**src/rtl/altair_pkg.sv**
```systemverilog
// Shared types and constants for the Altair host serial loader.
// Latency: n/a (declarations only).
// Backpressure: n/a.
package altair_pkg;

    // Loader frame-parsing states.
    typedef enum logic [2:0] {
        LD_IDLE,
        LD_A_HI,
        LD_A_LO,
        LD_L_HI,
        LD_L_LO,
        LD_DATA,
        LD_CHK
    } ld_state_t;

    // Receiver bit-timing states.
    typedef enum logic [1:0] {
        RX_IDLE,
        RX_START,
        RX_DATA,
        RX_STOP
    } rx_state_t;

    localparam logic [7:0] SYNC_BYTE   = 8'h55;

    localparam logic [1:0] ERR_NONE    = 2'd0;
    localparam logic [1:0] ERR_CHK     = 2'd1;
    localparam logic [1:0] ERR_FRAME   = 2'd2;
    localparam logic [1:0] ERR_TIMEOUT = 2'd3;

endpackage

```
**src/rtl/altair_serial_loader_if.sv**
```systemverilog
// Memory write port plus loader status, shared between loader and write mux.
// Latency: n/a (wires only).
// Backpressure: none; the memory side must accept every mem_we strobe.
interface altair_serial_loader_if;
    logic        mem_we;
    logic [15:0] mem_addr;
    logic [7:0]  mem_data;
    logic        busy;
    logic        done;
    logic        err;
    logic [1:0]  err_code;

    modport master (output mem_we, mem_addr, mem_data, busy, done, err, err_code);
    modport slave  (input  mem_we, mem_addr, mem_data, busy, done, err, err_code);
endinterface

```
**src/rtl/altair_serial_loader_uart_rx.sv**
```systemverilog
// 8N1 serial receiver: 2-flop synchroniser, mid-bit sampling, LSB-first shift.
// Latency: valid/frame_err pulse one clock after the stop-bit midpoint sample.
// Backpressure: none; each byte is presented for exactly one cycle.
module uart_rx
    import altair_pkg::*;
#(
    parameter int CLK_HZ = 50000000,
    parameter int BAUD   = 115200
) (
    input  logic       clk,
    input  logic       rst_n,
    input  logic       rx,
    output logic [7:0] data,
    output logic       valid,
    output logic       frame_err
);
    localparam int BIT_CYC = CLK_HZ / BAUD;
    localparam int HALF    = BIT_CYC / 2;
    localparam int CW      = $clog2(BIT_CYC + 1);

    logic            rx_s1, rx_s2, rx_d;
    rx_state_t       state, state_n;
    logic [CW-1:0]   cnt, cnt_n;
    logic [2:0]      bit_idx, bit_n;
    logic [7:0]      shreg, sh_n;
    logic            valid_n, ferr_n;

    // Synchronise the asynchronous line; rx_d is one more stage for edge detection.
    always_ff @(posedge clk or negedge rst_n) begin
        if (!rst_n) begin
            rx_s1 <= 1'b1;
            rx_s2 <= 1'b1;
            rx_d  <= 1'b1;
        end else begin
            rx_s1 <= rx;
            rx_s2 <= rx_s1;
            rx_d  <= rx_s2;
        end
    end

    // Receiver state and datapath registers.
    always_ff @(posedge clk or negedge rst_n) begin
        if (!rst_n) begin
            state     <= RX_IDLE;
            cnt       <= '0;
            bit_idx   <= '0;
            shreg     <= '0;
            valid     <= 1'b0;
            frame_err <= 1'b0;
        end else begin
            state     <= state_n;
            cnt       <= cnt_n;
            bit_idx   <= bit_n;
            shreg     <= sh_n;
            valid     <= valid_n;
            frame_err <= ferr_n;
        end
    end

    // Bit timing: confirm start at half a bit, then sample every full bit.
    always_comb begin
        state_n = state;
        cnt_n   = cnt + CW'(1);
        bit_n   = bit_idx;
        sh_n    = shreg;
        valid_n = 1'b0;
        ferr_n  = 1'b0;
        case (state)
            RX_IDLE: begin
                cnt_n = '0;
                if (rx_d && !rx_s2) state_n = RX_START;
            end
            RX_START: begin
                if (cnt == CW'(HALF - 1)) begin
                    cnt_n   = '0;
                    bit_n   = '0;
                    state_n = rx_s2 ? RX_IDLE : RX_DATA;
                end
            end
            RX_DATA: begin
                if (cnt == CW'(BIT_CYC - 1)) begin
                    cnt_n = '0;
                    sh_n  = {rx_s2, shreg[7:1]};
                    if (bit_idx == 3'd7) state_n = RX_STOP;
                    else                 bit_n   = bit_idx + 3'd1;
                end
            end
            RX_STOP: begin
                if (cnt == CW'(BIT_CYC - 1)) begin
                    state_n = RX_IDLE;
                    valid_n = rx_s2;
                    ferr_n  = !rx_s2;
                end
            end
            default: state_n = RX_IDLE;
        endcase
    end

    assign data = shreg;

endmodule

```
**src/rtl/altair_serial_loader.sv**
```systemverilog
// Host-to-memory loader: parses SYNC/ADDR/LEN/DATA/CHK frames into byte writes.
// Latency: mem_we, done and err register one clock after the receiver byte strobe.
// Backpressure: none; writes commit immediately and the memory port must accept them.
module altair_serial_loader
    import altair_pkg::*;
#(
    parameter int CLK_HZ      = 50000000,
    parameter int BAUD        = 115200,
    parameter int TIMEOUT_CYC = 5000000
) (
    input  logic                    clk,
    input  logic                    rst_n,
    input  logic                    enable,
    input  logic                    rx,
    altair_serial_loader_if.master  ld
);
    localparam int TW = $clog2(TIMEOUT_CYC + 1);

    logic [7:0]    rx_data;
    logic          rx_vld, rx_ferr;

    ld_state_t     state, state_n;
    logic [15:0]   cur_addr, cur_addr_n;
    logic [15:0]   remain, remain_n;
    logic [7:0]    csum, csum_n, csum_add;
    logic [TW-1:0] tmo, tmo_n;
    logic          we_q, we_n, done_q, done_n, err_q, err_n;
    logic [15:0]   addr_q, addr_n;
    logic [7:0]    data_q, data_n;
    logic [1:0]    code_q, code_n;
    logic          abort;
    logic [1:0]    abort_code;

    uart_rx #(.CLK_HZ(CLK_HZ), .BAUD(BAUD)) u_rx (
        .clk       (clk),
        .rst_n     (rst_n),
        .rx        (rx),
        .data      (rx_data),
        .valid     (rx_vld),
        .frame_err (rx_ferr)
    );

    assign csum_add = csum + rx_data;

    // Frame state, counters and registered outputs.
    always_ff @(posedge clk or negedge rst_n) begin
        if (!rst_n) begin
            state    <= LD_IDLE;
            cur_addr <= '0;
            remain   <= '0;
            csum     <= '0;
            tmo      <= '0;
            we_q     <= 1'b0;
            addr_q   <= '0;
            data_q   <= '0;
            done_q   <= 1'b0;
            err_q    <= 1'b0;
            code_q   <= ERR_NONE;
        end else begin
            state    <= state_n;
            cur_addr <= cur_addr_n;
            remain   <= remain_n;
            csum     <= csum_n;
            tmo      <= tmo_n;
            we_q     <= we_n;
            addr_q   <= addr_n;
            data_q   <= data_n;
            done_q   <= done_n;
            err_q    <= err_n;
            code_q   <= code_n;
        end
    end

    // Next-state: abort sources take priority over the byte in the same cycle.
    always_comb begin
        state_n    = state;
        cur_addr_n = cur_addr;
        remain_n   = remain;
        csum_n     = csum;
        tmo_n      = (tmo == TW'(TIMEOUT_CYC)) ? tmo : tmo + TW'(1);
        we_n       = 1'b0;
        addr_n     = addr_q;
        data_n     = data_q;
        done_n     = 1'b0;
        err_n      = 1'b0;
        code_n     = code_q;
        abort      = 1'b0;
        abort_code = ERR_NONE;

        if (state == LD_IDLE) begin
            tmo_n = '0;
            if (enable && rx_vld && rx_data == SYNC_BYTE) begin
                state_n = LD_A_HI;
                csum_n  = '0;
                code_n  = ERR_NONE;
            end
        end else if (!enable) begin
            abort      = 1'b1;
            abort_code = ERR_TIMEOUT;
        end else if (rx_ferr) begin
            abort      = 1'b1;
            abort_code = ERR_FRAME;
        end else if (rx_vld) begin
            tmo_n  = '0;
            csum_n = csum_add;
            case (state)
                LD_A_HI: begin
                    cur_addr_n[15:8] = rx_data;
                    state_n          = LD_A_LO;
                end
                LD_A_LO: begin
                    cur_addr_n[7:0] = rx_data;
                    state_n         = LD_L_HI;
                end
                LD_L_HI: begin
                    remain_n[15:8] = rx_data;
                    state_n        = LD_L_LO;
                end
                LD_L_LO: begin
                    remain_n[7:0] = rx_data;
                    state_n       = ({remain[15:8], rx_data} == 16'd0) ? LD_CHK : LD_DATA;
                end
                LD_DATA: begin
                    we_n       = 1'b1;
                    addr_n     = cur_addr;
                    data_n     = rx_data;
                    cur_addr_n = cur_addr + 16'd1;
                    remain_n   = remain - 16'd1;
                    if (remain == 16'd1) state_n = LD_CHK;
                end
                LD_CHK: begin
                    state_n = LD_IDLE;
                    if (csum_add == 8'd0) begin
                        done_n = 1'b1;
                    end else begin
                        err_n  = 1'b1;
                        code_n = ERR_CHK;
                    end
                end
                default: state_n = LD_IDLE;
            endcase
        end else if (tmo >= TW'(TIMEOUT_CYC - 1)) begin
            abort      = 1'b1;
            abort_code = ERR_TIMEOUT;
        end

        if (abort) begin
            state_n = LD_IDLE;
            err_n   = 1'b1;
            code_n  = abort_code;
        end
    end

    assign ld.mem_we   = we_q;
    assign ld.mem_addr = addr_q;
    assign ld.mem_data = data_q;
    assign ld.busy     = (state != LD_IDLE);
    assign ld.done     = done_q;
    assign ld.err      = err_q;
    assign ld.err_code = code_q;

endmodule

```
**src/flat_wrapper.sv**
```systemverilog
// flat-port wrapper written by rule: the top's interface ports become plain ports
module altair_serial_loader_flat import altair_pkg::*;
#(
    parameter int CLK_HZ      = 50000000,
    parameter int BAUD        = 115200,
    parameter int TIMEOUT_CYC = 5000000
)
  (clk, rst_n, enable, rx, ld_mem_we, ld_mem_addr, ld_mem_data, ld_busy, ld_done, ld_err, ld_err_code);
  altair_serial_loader_if ld_i ();
  input  logic clk;
  input  logic rst_n;
  input  logic enable;
  input  logic rx;
  output wire logic [$bits(ld_i.mem_we)-1:0] ld_mem_we;
  output wire logic [$bits(ld_i.mem_addr)-1:0] ld_mem_addr;
  output wire logic [$bits(ld_i.mem_data)-1:0] ld_mem_data;
  output wire logic [$bits(ld_i.busy)-1:0] ld_busy;
  output wire logic [$bits(ld_i.done)-1:0] ld_done;
  output wire logic [$bits(ld_i.err)-1:0] ld_err;
  output wire logic [$bits(ld_i.err_code)-1:0] ld_err_code;
  assign ld_mem_we = ld_i.mem_we;
  assign ld_mem_addr = ld_i.mem_addr;
  assign ld_mem_data = ld_i.mem_data;
  assign ld_busy = ld_i.busy;
  assign ld_done = ld_i.done;
  assign ld_err = ld_i.err;
  assign ld_err_code = ld_i.err_code;
  altair_serial_loader #(.CLK_HZ(CLK_HZ), .BAUD(BAUD), .TIMEOUT_CYC(TIMEOUT_CYC)) u_core (.clk(clk), .rst_n(rst_n), .enable(enable), .rx(rx), .ld(ld_i));
endmodule
```
**config.mk**
```make
export PLATFORM = sky130hd
export DESIGN_NAME = altair_serial_loader_flat
export DESIGN_NICKNAME = d
export VERILOG_FILES = /design/src/rtl/altair_pkg.sv /design/src/rtl/altair_serial_loader_if.sv /design/src/rtl/altair_serial_loader_uart_rx.sv /design/src/rtl/altair_serial_loader.sv /design/src/flat_wrapper.sv
export SDC_FILE = /design/constraint.sdc
export NUM_CORES = 1
export LEC_CHECK = 0
export ABC_AREA = 1
export CAP_MARGIN = 15
export CORE_MARGIN = 4
export CORE_UTILIZATION = 26
export CTS_BUF_LIST = sky130_fd_sc_hd__clkbuf_4 sky130_fd_sc_hd__clkbuf_8 sky130_fd_sc_hd__clkbuf_16
export CTS_CLUSTER_SIZE = 40
export DETAILED_ROUTE_END_ITERATION = 12
export PLACE_DENSITY = 0.43
export SYNTH_ARGS = -nofsm -noshare
export SYNTH_HDL_FRONTEND = slang
export SYNTH_HIERARCHICAL = 1
export SYNTH_SLANG_ARGS = --single-unit
export TNS_END_PERCENT = 30
```
**constraint.sdc**
```tcl
create_clock -name clk -period 5.3 [get_ports clk]
set_input_delay 0.795 -clock clk [delete_from_list [all_inputs] [get_ports clk]]
set_output_delay 0.795 -clock clk [all_outputs]
set_load 0.005 [all_outputs]
```
Yosys cells after proc, flatten, opt, wreduce, memory -nomap -nowiden
Index checks and enable logic that the tools add are counted.

word-level totals
  word-level logic and storage cells = 165
  output and inout bits = 30
  flip-flop bits (word level) = 122

cells by class
  add/sub/neg operators = 6
  equal/unequal tests = 27
  order comparisons = 1
  muxes and demuxes = 77
  bitwise operators = 2
  reduce and logical (&&, ||, !) cells = 30

operators with widths
  cell                                                  number
  two-way mux 23 bit                                    5
  one-hot mux 8 bit (2 select lines)                    4
  two-way mux 2 bit                                     20
  two-way mux 8 bit                                     5
  AND reduction 5 bit                                   7
  two-way mux 3 bit                                     10
  two-way mux 1 bit                                     27
  one-hot mux 9 bit (3 select lines)                    1
  adder 23 x 1 -> 23 bit, second input constant         1
  equality test 23 bit, second input constant           1
  >= comparator 23 bit, second input constant           1
  two-way mux 9 bit                                     2
  adder 16 x 1 -> 16 bit, second input constant         1
  equality test 16 x 1 -> 1 bit, second input constant  1
  zero test 16 bit                                      1
  subtractor 16 x 1 -> 16 bit, second input constant    1
  one-hot mux 3 bit (5 select lines)                    1
  inequality test 2 bit, second input constant          7
  nonzero test 2 bit                                    7
  equality test 3 bit, second input constant            4
  nonzero test 3 bit                                    4
  adder 9 x 1 -> 9 bit, second input constant           1
  equality test 9 x 8 -> 1 bit, second input constant   1
  equality test 9 bit, second input constant            1
  other kinds (22)                                      29

Logic depth before layout (Yosys ltp)
  depth after elaboration = 9
  gate-level depth with buffers = 15

Hierarchy
The synthesis kept the hierarchy.

by module, submodules not included
  module                instances  cells an instance  area each (µm²)
  altair_serial_loader  1          728                5527.8
  uart_rx               1          154                1351.3

Least setup slack after synthesis
OpenSTA, ideal clock, no wires.

  path kind = register -> register
  start point = register u_core.u_rx.shreg[0] (netlist: u_core/u_rx/data[0])
  end point = register u_core.code_q[0] (netlist: u_core/ld.err_code[0])
  path slack = 3406 ps
  cell stages (with the launch flop) = 12
  required time = 5184 ps
  path buffers = 0
  arrival = 1777 ps
  cells stage by stage = dfrtp_1 ha_1 fa_1 xor2_1 nor2_1 nand3_1 nor2_1 nand3_1 nand2_1 nand2_1 nand3_1 nand2_1

on the way
  longest elaborated chain between the ends = 4

RTL lines
  what                                                                                        RTL line                                                 source
  start: declaration                                                                          altair_serial_loader_uart_rx.sv:25                       logic [7:0] shreg, sh_n;
  start signal: assignment                                                                    altair_serial_loader_uart_rx.sv:54                       shreg <= sh_n;
  adder 8 bit or equality test 8 x 7 -> 1 bit (tied branches)                                 altair_serial_loader.sv:43, altair_serial_loader.sv:92
  zero test 8 bit or logical AND 1 bit (tied branches)                                        altair_serial_loader.sv:133, altair_serial_loader.sv:92
  inequality test 3 x 1 -> 1 bit (no line) or inequality test 3 x 2 -> 1 bit (tied branches)  --
  AND reduction 6 bit (no line) (*)                                                           --
  end signal: assignment                                                                      altair_serial_loader.sv:70                               code_q <= code_n;
  end: declaration                                                                            altair_serial_loader.sv:30                               logic [1:0] code_q, code_n;

Every way passes the cells marked *; elsewhere a longest branch is shown, timed or not.
A chain may end at the register's enable or synchronous reset.

Worst setup path in the final report
  start point = register u_core.state[1]
  end point = register u_core.cur_addr[7]

on the way
  longest elaborated chain between the ends = 3

RTL lines
  what                                                            RTL line                     source
  start: declaration                                              altair_serial_loader.sv:22   ld_state_t state, state_n;
  start signal: assignment                                        altair_serial_loader.sv:60   state <= state_n;
  equality test 3 x 2 -> 1 bit, or another cell as far along      altair_serial_loader.sv:106  case (state)
  nonzero test 2 bit (no line) or inverter 1 bit (tied branches)  --
  AND reduction 5 bit (no line)                                   --
  end signal: assignment                                          altair_serial_loader.sv:61   cur_addr <= cur_addr_n;
  end: declaration                                                altair_serial_loader.sv:23   logic [15:0] cur_addr, cur_addr_n;

Several ways; a longest one is shown, not always the timed one.

==> impl_results.md <==
* Vias at 5688
* Synth Instances at 882
* Setup violators final at 0
* Max-slew violation count at 0
* Fillcell total at 2721
* Top-Level Pins at 34
* Total Neg Setup Slack at 0 ns
* Unrepaired setup endpoints after global routing: false
* ANT nets after route at 0
* CTS max path bufs at 2
* Row cnt at 59
* Number of setup buffers added after CTS at 0
* TritonCTS Sinks at 122
* Nets at 943
* Post-synth net total at 905
* Req. time, crit path at 5.61 ns
* Slew headroom at 37.8%
* Worst setup EP type: register
* First-pass GRT wire length at 29600 µm
* Min cycle time layout at 2.62 ns
* Post-synth ARST share at 100%
* Drt drc at 0
* Core Region at 26100 µm²
* Fin crit share at 49.4%
* Avg Inst Size Synth at 7.80 µm²
* Least-Margin Pin Slew at 0.929 ns
* Initial Utilization at 26.4%
* CTS clk-pin slew, worst paths at 0.06 ns
* Post-synth top flop: dfrtp_1
* Die Wd at 171 µm
* Final hold viol count at 0
* Gr ovfl total at 0
* Dpl hpwl at 12600 µm
* Post-synth EDFFs at 0
* Setup ws final at 2.68 ns
* Num CTS Buffers at 17
* Status: complete, no violations
* Initial antenna violation count at 0
* Final Util at 31.1%
* PortBufs at 33
* Antenna diode count at 0
* Leakage power at 3.74 nW
* Share of layout cells above drive strength 1 at 11.3%
* CTS tree: done
* RD Place Congestion at 0.800
* Overall Global Routing Usage at 12.9%
* Final Cell Area at 8120 µm²
* Htree depth at 4
* Max_cap viols at 0
* Wire per inst at 13.9 µm
* DRT Pass-1 Iters at 7
* WS Path Type: reg2reg
* Worst hold path class: reg2reg
* Clk_lat worst skew at 0.42 ns
* Clk Tree Root Cell: clkbuf_16
* Synthesis-stage register bit count at 122
* Die Ht at 171 µm
* CP arrival at 2.93 ns
* Vias in the first global route at 5579
* Crit path launch type: register
* Peak VDD IR at 0.168 mV
* Fmax at 0.382 GHz
* Synth Warn # at 6
* Placed Area at 7550 µm²
* Register area at 3060 µm²
* Die area at 29100 µm²
* Vias per Instance at 4.49
* Most frequent cells in the layout: nand2_1 (210), dfrtp_1 (119), inv_1 (113), nor2_1 (84), o21ai_0 (75)
* Critical path peak fanout at 30
* Register area share after synthesis at 44.4%
* Area growth, synth to finish at 18.0%
* DP Worst Slack at 2.42 ns
* Area of the multi-input gates at 3240 µm²
* Worst Skew at 0.0160 ns
* Post-Route WL at 17600 µm
* Post_cts resized at 0
* Cts hold-fix bufs at 0
* Commonest non-fill, non-tap cell in the layout: nand2_1
* Post-synthesis cell type count at 52
* Largest net degree at the start of global routing at 88
* Post-synthesis cell area at 6880 µm²
* Pwr dens at 288 nW/µm²
* DRT iter0 DRCs at 520
[state kept, by name (all words and copies together), names as in the netlist, 2 cells and up, named ones only]
signal               flops
u_core/tmo              23
u_core/cur_addr         16
u_core/ld.mem_addr      16
u_core/remain           16
u_core/u_rx/cnt          9
u_core/csum              8
u_core/ld.mem_data       8
u_core/u_rx/data         8
u_core/state             3
u_core/u_rx/bit_idx      3
u_core/ld.err_code       2
[cell usage after synthesis (5+ instances only)]
| cell type | number | area share, % |
|---|---|---|
| o21ai_1 | 5 | 0.36 |
| nand3_2 | 5 | 0.73 |
| a31oi_1 | 11 | 1.0 |
| nand2_1 | 210 | 11 |
| inv_2 | 13 | 0.71 |
| xor2_1 | 11 | 1.4 |
| dfrtp_1 | 119 | 43 |
| o21ai_0 | 75 | 5.5 |
| nor2_4 | 7 | 1.1 |
| nand4_1 | 13 | 1.2 |
| nor2_2 | 9 | 0.82 |
| nor2_1 | 84 | 4.6 |
| clkbuf_1 | 6 | 0.33 |
| inv_1 | 113 | 6.2 |
| nor3_1 | 17 | 1.2 |
| a21oi_1 | 40 | 2.9 |
| nand2_4 | 5 | 0.82 |
| buf_2 | 5 | 0.36 |
| nand3_1 | 53 | 3.9 |
| nand2_2 | 10 | 0.91 |
| ha_1 | 18 | 3.3 |
[cell families (layout without fill, tap and decap cells)]
logic type      Yosys count  after routing  share of synthesized area, %
buf+inv                 145            196                          8.44
flops                   122            122                          44.4
xor+xnor                 15             15                          1.91
compound gates          151            151                          12.2
simple gates            430            430                          29.4
fa+ha+maj                19             19                          3.57
[metrics by stage]
step / instances / power [mW] / hold WS (ns)
2_1_floorplan: 882 / 1.18 / 0.345
3_3_place_gp: 1236 / 1.25 / 0.359
3_5_place_dp: 1236 / 1.24 / 0.359
4_1_cts: 1268 / 2.38 / 0.362
5_1_grt: 1268 / 2.46 / 0.364
6_report: 1268 / 2.34 / 0.352
[routing by layer]
metal	global-route usage, %	wire [µm]
met5	0	0
met4	3.72	168
met3	2.84	542
met2	20.5	8190
met1	17.7	8740
[worst paths after layout]
| kind | start | end | slack, ns | depth (start not counted) |
|---|---|---|---|---|
| max in group asynchronous | rst_n | u_core/u_rx/rx_d$_DFF_PN1_ | 3.82 | 2 |
| max reg2reg | u_core/state[1]$_DFFE_PN0P_ | u_core/cur_addr[7]$_DFFE_PN0P_ | 2.68 | 10 |
| max | u_core/state[1]$_DFFE_PN0P_ | u_core/cur_addr[7]$_DFFE_PN0P_ | 2.68 | 10 |
| min | u_core/u_rx/rx_s1$_DFF_PN1_ | u_core/u_rx/rx_s2$_DFF_PN1_ | 0.35 | 0 |
| min reg2reg | u_core/u_rx/rx_s1$_DFF_PN1_ | u_core/u_rx/rx_s2$_DFF_PN1_ | 0.35 | 0 |
| min in group asynchronous | rst_n | u_core/tmo[9]$_DFF_PN0_ | 0.41 | 1 |
[cell type report]
type / count / area share, %
Clock inverter: 11 / 1.23
Multi-Input combinational cell: 615 / 39.9
Timing Repair Buffer: 34 / 4.18
Clock buffer: 21 / 5.69
Sequential cell: 122 / 37.7
Inverter: 130 / 6.14
Tap cell: 335 / 5.16
[critical path: stages (launching register included)]
cell and delay (ns):
dfrtp_1 0.45, nor2_2 0.16, nand2_2 0.42, inv_2 0.57, nor2_1 0.14, nor2_4 0.29
inv_2 0.08, a21oi_2 0.12, o211ai_1 0.09, o21ai_0 0.10, inv_1 0.05
[where the power goes]
part           switching (mW)  internal [mW]  leakage, nW
logic                   0.160         0.0724         1.84
clock network           0.446          0.671        0.266
registers              0.0272          0.961         1.64
No activity file was read; power rests on OpenSTA's default activity.
